[src/rtl/periph_arbiter_pkg.sv]
// Shared definitions for the two-master peripheral arbiter and its
// accumulator/counter peripheral register map.
package periph_arbiter_pkg;

    typedef enum logic {
        IDLE  = 1'b0,
        ISSUE = 1'b1
    } state_t;

    localparam logic [1:0] ADDR_CLR     = 2'b00;
    localparam logic [1:0] ADDR_ACC_ADD = 2'b01;
    localparam logic [1:0] ADDR_ACC_RD  = 2'b10;
    localparam logic [1:0] ADDR_CNT_RD  = 2'b11;

    localparam logic M0 = 1'b0;
    localparam logic M1 = 1'b1;

endpackage

[src/rtl/periph_arbiter_rr_arb2.sv]
// Combinational two-way round-robin picker: a lone requester wins,
// a tie goes to the master that was not granted last.
module rr_arb2
    import periph_arbiter_pkg::*;
(
    input  logic [1:0] req,
    input  logic       last,
    output logic       winner,
    output logic       valid
);

    always_comb begin
        valid  = |req;
        winner = M0;
        if (req == 2'b11) begin
            winner = ~last;
        end else if (req[1]) begin
            winner = M1;
        end
    end

endmodule

[src/rtl/periph_arbiter.sv]
// Two-master round-robin arbiter/sequencer for the 4-register peripheral:
// one command issued every two cycles, read data routed back to its master.
module periph_arbiter
    import periph_arbiter_pkg::*;
#(
    parameter int DATA_W = 32,
    parameter int ADDR_W = 2,
    parameter int CNT_W  = 16
) (
    input  logic              clk,
    input  logic              reset,

    input  logic              m0_req,
    input  logic              m0_we,
    input  logic [ADDR_W-1:0] m0_addr,
    input  logic [DATA_W-1:0] m0_wdata,
    output logic              m0_gnt,
    output logic              m0_rvalid,
    output logic [DATA_W-1:0] m0_rdata,

    input  logic              m1_req,
    input  logic              m1_we,
    input  logic [ADDR_W-1:0] m1_addr,
    input  logic [DATA_W-1:0] m1_wdata,
    output logic              m1_gnt,
    output logic              m1_rvalid,
    output logic [DATA_W-1:0] m1_rdata,

    output logic              p_ce,
    output logic              p_we,
    output logic [ADDR_W-1:0] p_addr,
    output logic [DATA_W-1:0] p_wdata,
    input  logic [DATA_W-1:0] p_rdata,

    output logic [CNT_W-1:0]  m0_cnt,
    output logic [CNT_W-1:0]  m1_cnt,
    output logic              busy
);

    state_t              r_state, w_state_nxt;
    logic                r_last, w_last_nxt;
    logic                r_id, w_id_nxt;
    logic [1:0]          r_gnt, w_gnt_nxt;
    logic [1:0]          r_rvalid, w_rvalid_nxt;
    logic [DATA_W-1:0]   r_m0_rdata, w_m0_rdata_nxt;
    logic [DATA_W-1:0]   r_m1_rdata, w_m1_rdata_nxt;
    logic                r_p_ce, w_p_ce_nxt;
    logic                r_p_we, w_p_we_nxt;
    logic [ADDR_W-1:0]   r_p_addr, w_p_addr_nxt;
    logic [DATA_W-1:0]   r_p_wdata, w_p_wdata_nxt;
    logic [CNT_W-1:0]    r_m0_cnt, w_m0_cnt_nxt;
    logic [CNT_W-1:0]    r_m1_cnt, w_m1_cnt_nxt;
    logic                r_busy, w_busy_nxt;

    logic                w_arb_winner;
    logic                w_arb_valid;
    logic                w_sel_we;
    logic [ADDR_W-1:0]   w_sel_addr;
    logic [DATA_W-1:0]   w_sel_wdata;

    rr_arb2 u_arb (
        .req    ({m1_req, m0_req}),
        .last   (r_last),
        .winner (w_arb_winner),
        .valid  (w_arb_valid)
    );

    always_comb begin
        w_sel_we    = m0_we;
        w_sel_addr  = m0_addr;
        w_sel_wdata = m0_wdata;
        if (w_arb_winner == M1) begin
            w_sel_we    = m1_we;
            w_sel_addr  = m1_addr;
            w_sel_wdata = m1_wdata;
        end
    end

    // The p_* registers double as the latched command: they hold it for
    // the single ISSUE cycle and return to zero otherwise.
    always_comb begin
        w_state_nxt    = r_state;
        w_last_nxt     = r_last;
        w_id_nxt       = r_id;
        w_gnt_nxt      = '0;
        w_rvalid_nxt   = '0;
        w_m0_rdata_nxt = r_m0_rdata;
        w_m1_rdata_nxt = r_m1_rdata;
        w_p_ce_nxt     = 1'b0;
        w_p_we_nxt     = 1'b0;
        w_p_addr_nxt   = '0;
        w_p_wdata_nxt  = '0;
        w_m0_cnt_nxt   = r_m0_cnt;
        w_m1_cnt_nxt   = r_m1_cnt;
        w_busy_nxt     = 1'b0;

        case (r_state)
            IDLE: begin
                if (w_arb_valid) begin
                    w_state_nxt   = ISSUE;
                    w_last_nxt    = w_arb_winner;
                    w_id_nxt      = w_arb_winner;
                    w_gnt_nxt     = (w_arb_winner == M1) ? 2'b10 : 2'b01;
                    w_p_ce_nxt    = 1'b1;
                    w_p_we_nxt    = w_sel_we;
                    w_p_addr_nxt  = w_sel_addr;
                    w_p_wdata_nxt = w_sel_wdata;
                    w_busy_nxt    = 1'b1;
                end
            end
            ISSUE: begin
                w_state_nxt = IDLE;
                if (!r_p_we) begin
                    if (r_id == M1) begin
                        w_rvalid_nxt   = 2'b10;
                        w_m1_rdata_nxt = p_rdata;
                    end else begin
                        w_rvalid_nxt   = 2'b01;
                        w_m0_rdata_nxt = p_rdata;
                    end
                end
                if (r_id == M1) begin
                    w_m1_cnt_nxt = r_m1_cnt + 1'b1;
                end else begin
                    w_m0_cnt_nxt = r_m0_cnt + 1'b1;
                end
            end
            default: begin
                w_state_nxt = IDLE;
            end
        endcase
    end

    always_ff @(posedge clk) begin
        if (reset) begin
            r_state    <= IDLE;
            r_last     <= M1;
            r_id       <= M0;
            r_gnt      <= '0;
            r_rvalid   <= '0;
            r_m0_rdata <= '0;
            r_m1_rdata <= '0;
            r_p_ce     <= 1'b0;
            r_p_we     <= 1'b0;
            r_p_addr   <= '0;
            r_p_wdata  <= '0;
            r_m0_cnt   <= '0;
            r_m1_cnt   <= '0;
            r_busy     <= 1'b0;
        end else begin
            r_state    <= w_state_nxt;
            r_last     <= w_last_nxt;
            r_id       <= w_id_nxt;
            r_gnt      <= w_gnt_nxt;
            r_rvalid   <= w_rvalid_nxt;
            r_m0_rdata <= w_m0_rdata_nxt;
            r_m1_rdata <= w_m1_rdata_nxt;
            r_p_ce     <= w_p_ce_nxt;
            r_p_we     <= w_p_we_nxt;
            r_p_addr   <= w_p_addr_nxt;
            r_p_wdata  <= w_p_wdata_nxt;
            r_m0_cnt   <= w_m0_cnt_nxt;
            r_m1_cnt   <= w_m1_cnt_nxt;
            r_busy     <= w_busy_nxt;
        end
    end

    assign m0_gnt    = r_gnt[0];
    assign m1_gnt    = r_gnt[1];
    assign m0_rvalid = r_rvalid[0];
    assign m1_rvalid = r_rvalid[1];
    assign m0_rdata  = r_m0_rdata;
    assign m1_rdata  = r_m1_rdata;
    assign p_ce      = r_p_ce;
    assign p_we      = r_p_we;
    assign p_addr    = r_p_addr;
    assign p_wdata   = r_p_wdata;
    assign m0_cnt    = r_m0_cnt;
    assign m1_cnt    = r_m1_cnt;
    assign busy      = r_busy;

endmodule

[config.mk]
export PLATFORM = sky130hd
export DESIGN_NAME = periph_arbiter
export DESIGN_NICKNAME = d
export VERILOG_FILES = /design/src/rtl/periph_arbiter_pkg.sv /design/src/rtl/periph_arbiter_rr_arb2.sv /design/src/rtl/periph_arbiter.sv
export SDC_FILE = /design/constraint.sdc
export NUM_CORES = 1
export LEC_CHECK = 0
export CAP_MARGIN = 20
export CORE_ASPECT_RATIO = 0.9
export CORE_MARGIN = 2
export CORE_UTILIZATION = 41
export CTS_CLUSTER_DIAMETER = 100
export DETAILED_ROUTE_END_ITERATION = 8
export GPL_ROUTABILITY_DRIVEN = 0
export PLACE_DENSITY = 0.84
export RECOVER_POWER = 25
export SETUP_SLACK_MARGIN = 0.15
export SLEW_MARGIN = 15
export SYNTH_ARGS = -nofsm -noshare
export SYNTH_HDL_FRONTEND = slang
export SYNTH_HIERARCHICAL = 1
export SYNTH_SLANG_ARGS = --single-unit
[constraint.sdc]
create_clock -name clk -period 2.1 [get_ports clk]
set_input_delay 0.315 -clock clk [delete_from_list [all_inputs] [get_ports clk]]
set_output_delay 0.315 -clock clk [all_outputs]
set_load 0.03 [all_outputs]
Word-level counts from Yosys, hierarchy flattened
Index checks and enable logic that the tools add are counted.

Register bits: 139. Bits of input ports: 106. Output and inout port bits: 137.

Add/sub/neg operators: 2. Eq/ne operators: 1. Muxes and demuxes: 9. Bitwise operators: 5. Reductions and logical operators: 9.

Operators with widths (number): 16-bit by 1-bit adder with 16-bit output, second input constant (2); 32-bit 2-to-1 mux (1); 2-bit 2-to-1 mux (3); 2-bit AND reduction (3); 3-bit AND reduction (2); 3-bit OR reduction (2); 1-bit NOT (5); 1-bit 2-to-1 mux (4); 2-bit OR reduction (2); 2-bit equality test, second input constant (1); 1-bit case mux with 2 select lines (1).

Longest topological paths before layout
Gate-level depths: netlist of the first run.

Depth after elaboration: 3. Depth in mapped cells: 7. Mapped depth without buffers: 5.

By module
Netlist of the first run, hierarchy kept.

By module, submodules not included: periph_arbiter (instances 1, cells an instance 580, area each 5048.6 µm²); rr_arb2 (instances 1, cells an instance 2, area each 13.8 µm²).

Worst setup path after synthesis of the first run
Ideal clock, no wire load.

Kind: register to register. Start: register r_m1_cnt[4] (netlist: m1_cnt[4]). End: register r_m1_cnt[15] (netlist: m1_cnt[15]). Arrival time: 1.830 ns. Required time: 2.030 ns. Slack: 0.200 ns. Stages on the path, launching flop included: 5. Path buffers: 0. Period minus slack after synthesis: 1.900 ns. Cells stage by stage: dfxtp_1 > nand4_2 > or3_4 > or4_1 > a21oi_1.

Cells in the longest elaborated chain, start to end: 1.

Ends and longest elaborated chain: from (decl) (line periph_arbiter.sv:52) `logic [CNT_W-1:0] r_m1_cnt, w_m1_cnt_nxt;`; from (signal assigned) (line periph_arbiter.sv:163) `r_m1_cnt <= w_m1_cnt_nxt;`; 16-bit by 1-bit adder with 16-bit output (line periph_arbiter.sv:123) `w_m1_cnt_nxt = r_m1_cnt + 1'b1;`.

Every way passes these cells. A chain may end at the register's enable or synchronous reset.

Worst setup path in the final report of the first run
Start: register r_m1_cnt[3] (netlist: m1_cnt[3]). End: output m1_cnt[3].

RTL lines: to (decl) (line periph_arbiter.sv:36) `output logic [CNT_W-1:0] m1_cnt,`.

No word-level cell between the ends.

==> results of run 1 <==
kinds of logic (layout without fill, tap and decap cells):
family	count (synthesis)	in the layout	synth area share, %
flops	138	138	54.6
compound gates	80	80	8.13
fa+ha+maj	2	2	0.494
xor+xnor	23	23	3.98
simple gates	261	261	22.3
mux	37	37	7.34
buf+inv	41	289	3.19
power groups by stage:
stage	logic [mW]	registers, mW	clock network (mW)
after floorplan	0.252	3.02	0
after global placement	0.913	2.83	0
after detailed placement	0.927	2.83	0
after CTS	0.930	2.78	3.24
after global routing	0.970	2.79	3.37
final	0.916	2.78	3.19
placed cells by master (no fill, tap or decap), drive strengths merged, types with 2 or more instances in the layout:
master,Yosys,layout
nand3b,2,2
ha,2,2
a21oi,73,73
nand4,10,10
or4,2,2
nor2,66,66
nand2b,2,2
dlygate4sd2,0,2
clkdlybuf4s50,0,237
clkinv,0,3
and4,3,3
nor4,5,5
xor2,12,12
buf,10,9
or3,5,5
nor3,4,4
nor2b,3,3
xnor2,11,11
nand2,143,143
or2,3,3
nand3,9,9
inv,4,4
o21ai,3,3
dfxtp,138,138
bufinv,0,4
clkbuf,27,29
o31ai,2,2
mux2i,36,36
area by class of cell:
class | count | area [um2] | area share (%)
Clock buffer | 25 | 505 | 6.11
Sequential cell | 138 | 2760 | 33.4
Tap cell | 160 | 200 | 2.42
Timing Repair Buffer | 253 | 2510 | 30.3
Inverter | 4 | 15.0 | 0.181
Multi-Input combinational cell | 403 | 2150 | 26.0
Clock inverter | 7 | 135 | 1.63
routing by layer:
layer	track usage (%)	wire length, um	vias to the layer above
met5	0	0	-
met4	7.47	214	0
met3	9.18	1010	16
met2	41.2	8100	163
met1	24.4	5860	2238
li1	-	-	2403
registers in the layout, summed over array words and instances, names as in the netlist, 2 cells and up:
register / cells
p_addr: 2
r_rvalid: 2
m0_rdata: 32
m1_cnt: 16
m1_rdata: 32
r_gnt: 2
p_wdata: 32
m0_cnt: 16
tightest hold or removal path, stage by stage:
cell and delay [ps]:
buf_4 100, or2_2 120, nor2_1 40
metrics by stage:
step           hold WS, ps  power, mW  util [%]
2_1_floorplan          438       3.27         -
3_3_place_gp           442       3.74      63.7
3_5_place_dp           446       3.76      63.7
4_1_cts                206       6.94      69.0
5_1_grt                212       7.13      68.8
6_report               229       6.88      68.8
repair_timing:
item,in CTS,in global routing
endpoints found under the setup margin,2,2
setup buffers,0,0
hold endpoints to repair,0,0
hold buffers,0,0
gates resized for setup,2,2
path summary, 6_finish.rpt:
kind,cells past startpoint,end
max,2,m1_cnt[3]
min,3,p_we$_SDFF_PP0_
max reg2reg,4,m1_cnt[15]$_SDFFE_PP0P_
min reg2reg,2,m1_rdata[17]$_SDFFE_PP0P_
==> flow_summary_export.csv, run 1 <==
group,metric,value,unit
grt,antenna_found_initial,0,
critical_path,critPathCaptureType,"primary output",
timing,clock_skew,6.14,ps
floorplanning,dieHeight,109,um
yosys,yosysTopAreaCellShare,54.6,%
floorplanning,ios,243,
power,p_comb_share,13.3,%
yosys,yosysMostFrequentCell,"nand2_1",
place,pre_cts_slack,254,ps
floorplanning,rows,38,
power,p_sw,1.58,mW
yosys,synth_fp_nets,690,
clock_tree,tritoncts,"done",
detailed_routing,drt_iter0_markers,279,
timing,rsz0062_at_grt,"false",
timing,finalWorstSetupSlack,219,ps
critical_path,r2r-start,"m1_cnt[4]$_SDFFE_PP0P_",
yosys,synth_top_area_cell,"dfxtp_1",
grt,grt_overflow,0,
critical_path,crit_path_start_kind,"register",
power,swShare,22.9,%
timing,maxSlewViolCount,0,
clock_tree,cts_htree_levels,4,
yosys,postSynth.asyncResetShare,0,%
layout,finalInstanceArea,8280,um2
timing,worstMarginPinSlew,664,ps
place,dpl_cell_area,7660,um2
timing,post-route-period-util,89.6,%
layout,diodes,0,
place,placement.io_buffers,242,
yosys,synth_common_cells,"143 x nand2_1, 138 x dfxtp_1, 73 x a21oi_1",
critical_path,cp_num_buf_inv,2,
clock_tree,clk_latency,410,ps
power,power_frac_clock,46.3,%
place,place_hpwl,10900,um
yosys,synth_area,5060,um2
run_status,status,"complete, no violations",
detailed_routing,drc,0,
yosys,yosys_warnings,6,
yosys,syn_area_per_cell,8.70,um2
yosys,synth_flop_cell,"dfxtp_1",
clock_tree,cts_max_path_buffers,2,
critical_path,cp_cell_sequence,"buf_4 -> clkdlybuf4s50_1",
timing,timing_hold_violations_final,0,
critical_path,critPathLaunch,"m1_cnt[3]$_SDFFE_PP0P_",
detailed_routing,wire_per_inst,15.3,um
place,placed_cells,958,
critical_path,cp_max_fo,6,
yosys,synth_edf_count,0,
worst_hold_path,hold_start,"reset",
clock_tree,clkTransAtPathRegs,60,ps
detailed_routing,num_vias,4820,
yosys,synthCells,582,
timing,fin_crit,1880,ps
clock_tree,clock_sinks,138,
run,maxCapViolCount,0,
floorplanning,fp.coreArea,12000,um2
critical_path,arrival,1570,ps
layout,fillers,892,
critical_path,r2r_slack,270,ps
layout,instances_no_fill,990,
timing,fmax,531,MHz
layout,layout.nets,925,
critical_path,cp_data_required_time,1780,ps
power,worst_ir_drop_vdd,0.000657,V
floorplanning,die_area,13300,um2
power,seqPwrFrac,40.4,%
grt,grt_pass1_vias,4810,
yosys,synthTopCellsByArea,"dfxtp_1 55%, nand2_1 11%, a21oi_1 7.2%, mux2i_1 7.1%, nor2_1 4.9%",
critical_path,criticalPathCategory,"register to primary output",
floorplanning,start_util,42.1,%
critical_path,max_stage_delay,670,ps
clock_tree,cts_root_buffer,"clkbuf_16",
detailed_routing,drtAntennaViolNets,0,
layout,drive_gt1_share,6.27,%
detailed_routing,viasPerCell,4.87,
detailed_routing,finalWirelength,15200,um
floorplanning,die_width,121,um
power,cellLeakagePower,3.01,nW
timing,tns,0,ps
timing,setup_viol,0,
worst_hold_path,hold_class,"input port to register",
timing,max-slew-margin-rel,55.7,%
grt,grt_max_degree,102,
clock_tree,cts_buffers,17,
yosys,ys_ff_latch,138,
power,p_per_area,831,nW/um2
critical_path,cp_top_family,"buffers and inverters",
grt,grtUsageTotal,22.8,%
layout,area_delta_synth_final,63.5,%
yosys,synth.distinct_cells,39,
detailed_routing,dr.pass1.iters,6,
power,power.internal,5.30,mW
grt,grt_first_pass_wirelength,23400,um
yosys,synth_seq_area_share,54.6,%
critical_path,critical-path-slowest-cell,"clkdlybuf4s50_1",
Power figures use the tool's default switching activity.
==> inputs of run 2 (changes only) <==
Settings changed: PLACE_DENSITY 0.84 to 0.86.
==> flow_summary_export.csv, run 2 (synthesis results as in run 1) <==
group,metric,value,unit
critical_path,reg2reg_depth,4,
worst_hold_path,hold_class,"input port to register",
layout,fin_util,68.7,%
floorplanning,ios,243,
clock_tree,tritoncts,"done",
worst_hold_path,worstHoldEndpoint,"r_state$_SDFF_PP0_",
timing,post-route-period-util,89.3,%
clock_tree,hold_buffers,0,
layout,drive_gt1_share,6.51,%
layout,area_delta_synth_final,63.2,%
critical_path,r2r-start,"m1_cnt[4]$_SDFFE_PP0P_",
layout,final_common_cell,"clkdlybuf4s50_1",
clock_tree,clock_sinks,138,
detailed_routing,drt_iter0_markers,382,
timing,worstMarginPinSlew,855,ps
critical_path,worstSetupPathDepth,1,
power,cellLeakagePower,2.99,nW
floorplanning,dieHeight,109,um
layout,finalInstanceArea,8260,um2
place,pre_cts_slack,247,ps
detailed_routing,num_vias,4856,
clock_tree,clk_latency,400,ps
run,maxCapViolCount,0,
critical_path,arrival,1560,ps
floorplanning,die_area,13300,um2
clock_tree,cts_root_buffer,"clkbuf_16",
critical_path,critical-path-slowest-cell,"clkdlybuf4s50_1",
timing,maxSlewViolCount,0,
floorplanning,start_util,42.1,%
critical_path,r2r_slack,290,ps
floorplanning,die_width,121,um
timing,fmax,533,MHz
clock_tree,cts_htree_levels,4,
power,worst_ir_drop_vdd,0.000561,V
detailed_routing,drc,0,
layout,final_cell_mix,"237 x clkdlybuf4s50_1, 143 x nand2_1, 138 x dfxtp_1, 73 x a21oi_1, 65 x nor2_1",
grt,grt_first_pass_wirelength,23000,um
place,dpl_cell_area,7680,um2
detailed_routing,finalWirelength,14900,um
layout,layout.nets,925,
detailed_routing,viasPerCell,4.91,
timing,rsz0062_at_grt,"false",
worst_hold_path,hold_start,"reset",
clock_tree,clkTransAtPathRegs,60,ps
timing,timing_hold_violations_final,0,
clock_tree,cts_setup_buffers,0,
grt,grtUsageTotal,22.2,%
critical_path,criticalPathCategory,"register to primary output",
detailed_routing,wire_per_inst,15.0,um
critical_path,rr_endpoint,"m1_cnt[15]$_SDFFE_PP0P_",
detailed_routing,drtAntennaViolNets,0,
clock_tree,cts_buffers,17,
floorplanning,fp.coreArea,12000,um2
run_status,status,"complete, no violations",
critical_path,cp_top_family,"buffers and inverters",
clock_tree,cts_max_path_buffers,2,
timing,max-slew-margin-rel,43.0,%
power,p_per_area,819,nW/um2
detailed_routing,dr.pass1.iters,5,
critical_path,cp_data_required_time,1780,ps
timing,setup_viol,0,
critical_path,max_stage_delay,720,ps
timing,clock_skew,11.0,ps
grt,grt_overflow,0,
worst_hold_path,whs_path_depth,3,
timing,fin_crit,1870,ps
floorplanning,rows,38,
place,placement.io_buffers,242,
critical_path,cp_num_buf_inv,1,
critical_path,critPathCaptureType,"primary output",
critical_path,cp_max_fo,6,
critical_path,crit_path_start_kind,"register",
timing,finalWorstSetupSlack,225,ps
critical_path,cp_cell_sequence,"clkdlybuf4s50_1",
grt,grt_max_degree,102,
layout,diodes,0,
grt,antenna_found_initial,0,
timing,tns,0,ps
place,place_hpwl,10400,um
grt,grt_pass1_vias,4567,
run 2: worst max path at each step:
stage	endpoint	from	slack, ps
after floorplan	m1_cnt[15]$_SDFFE_PP0P_	m1_cnt[4]$_SDFFE_PP0P_	200
after global placement	p_wdata[0]$_SDFF_PP0_	m0_req	310
after detailed placement	p_wdata[23]$_SDFF_PP0_	m0_req	250
after CTS	m0_cnt[3]	m0_cnt[3]$_SDFFE_PP0P_	200
after global routing	p_wdata[24]$_SDFF_PP0_	m1_req	110
final	m0_cnt[12]	m0_cnt[12]$_SDFFE_PP0P_	230
run 2: timing repair:
action	in CTS	in global routing
resized for setup	2	2
cloned	0	0
setup endpoints to repair	2	3
run 2: cell type report:
cell class              count  area, um2
clock buffers              20        457
clock inverters            12        163
fillers                   949       3760
inverters                   4       15.0
multi-input cells         403       2160
flip-flops and latches    138       2760
well taps                 160        200
repair buffers            253       2510
run 2: metal layers:
metal / global-route usage, % / up-vias / routed length [um]
met3: 8.04 / 14 / 1210
met5: 0 / - / 0
li1: - / 2402 / -
met4: 6.98 / 0 / 223
met2: 40.0 / 201 / 7850
met1: 24.6 / 2239 / 5600
run 2: report_power, final:
group | internal, mW | leakage (nW) | switching (mW)
logic | 0.441 | 1.58 | 0.479
clock network | 1.95 | 0.286 | 1.13
registers | 2.72 | 1.12 | 0.0512
run 2: per-stage QoR:
step / total power, mW / hold slack, ps / std cells
floorplan: 3.27 / 438 / 582
global placement: 3.75 / 441 / 958
detailed placement: 3.77 / 446 / 958
CTS: 6.85 / 212 / 990
global route: 7.03 / 231 / 990
finish: 6.77 / 233 / 990
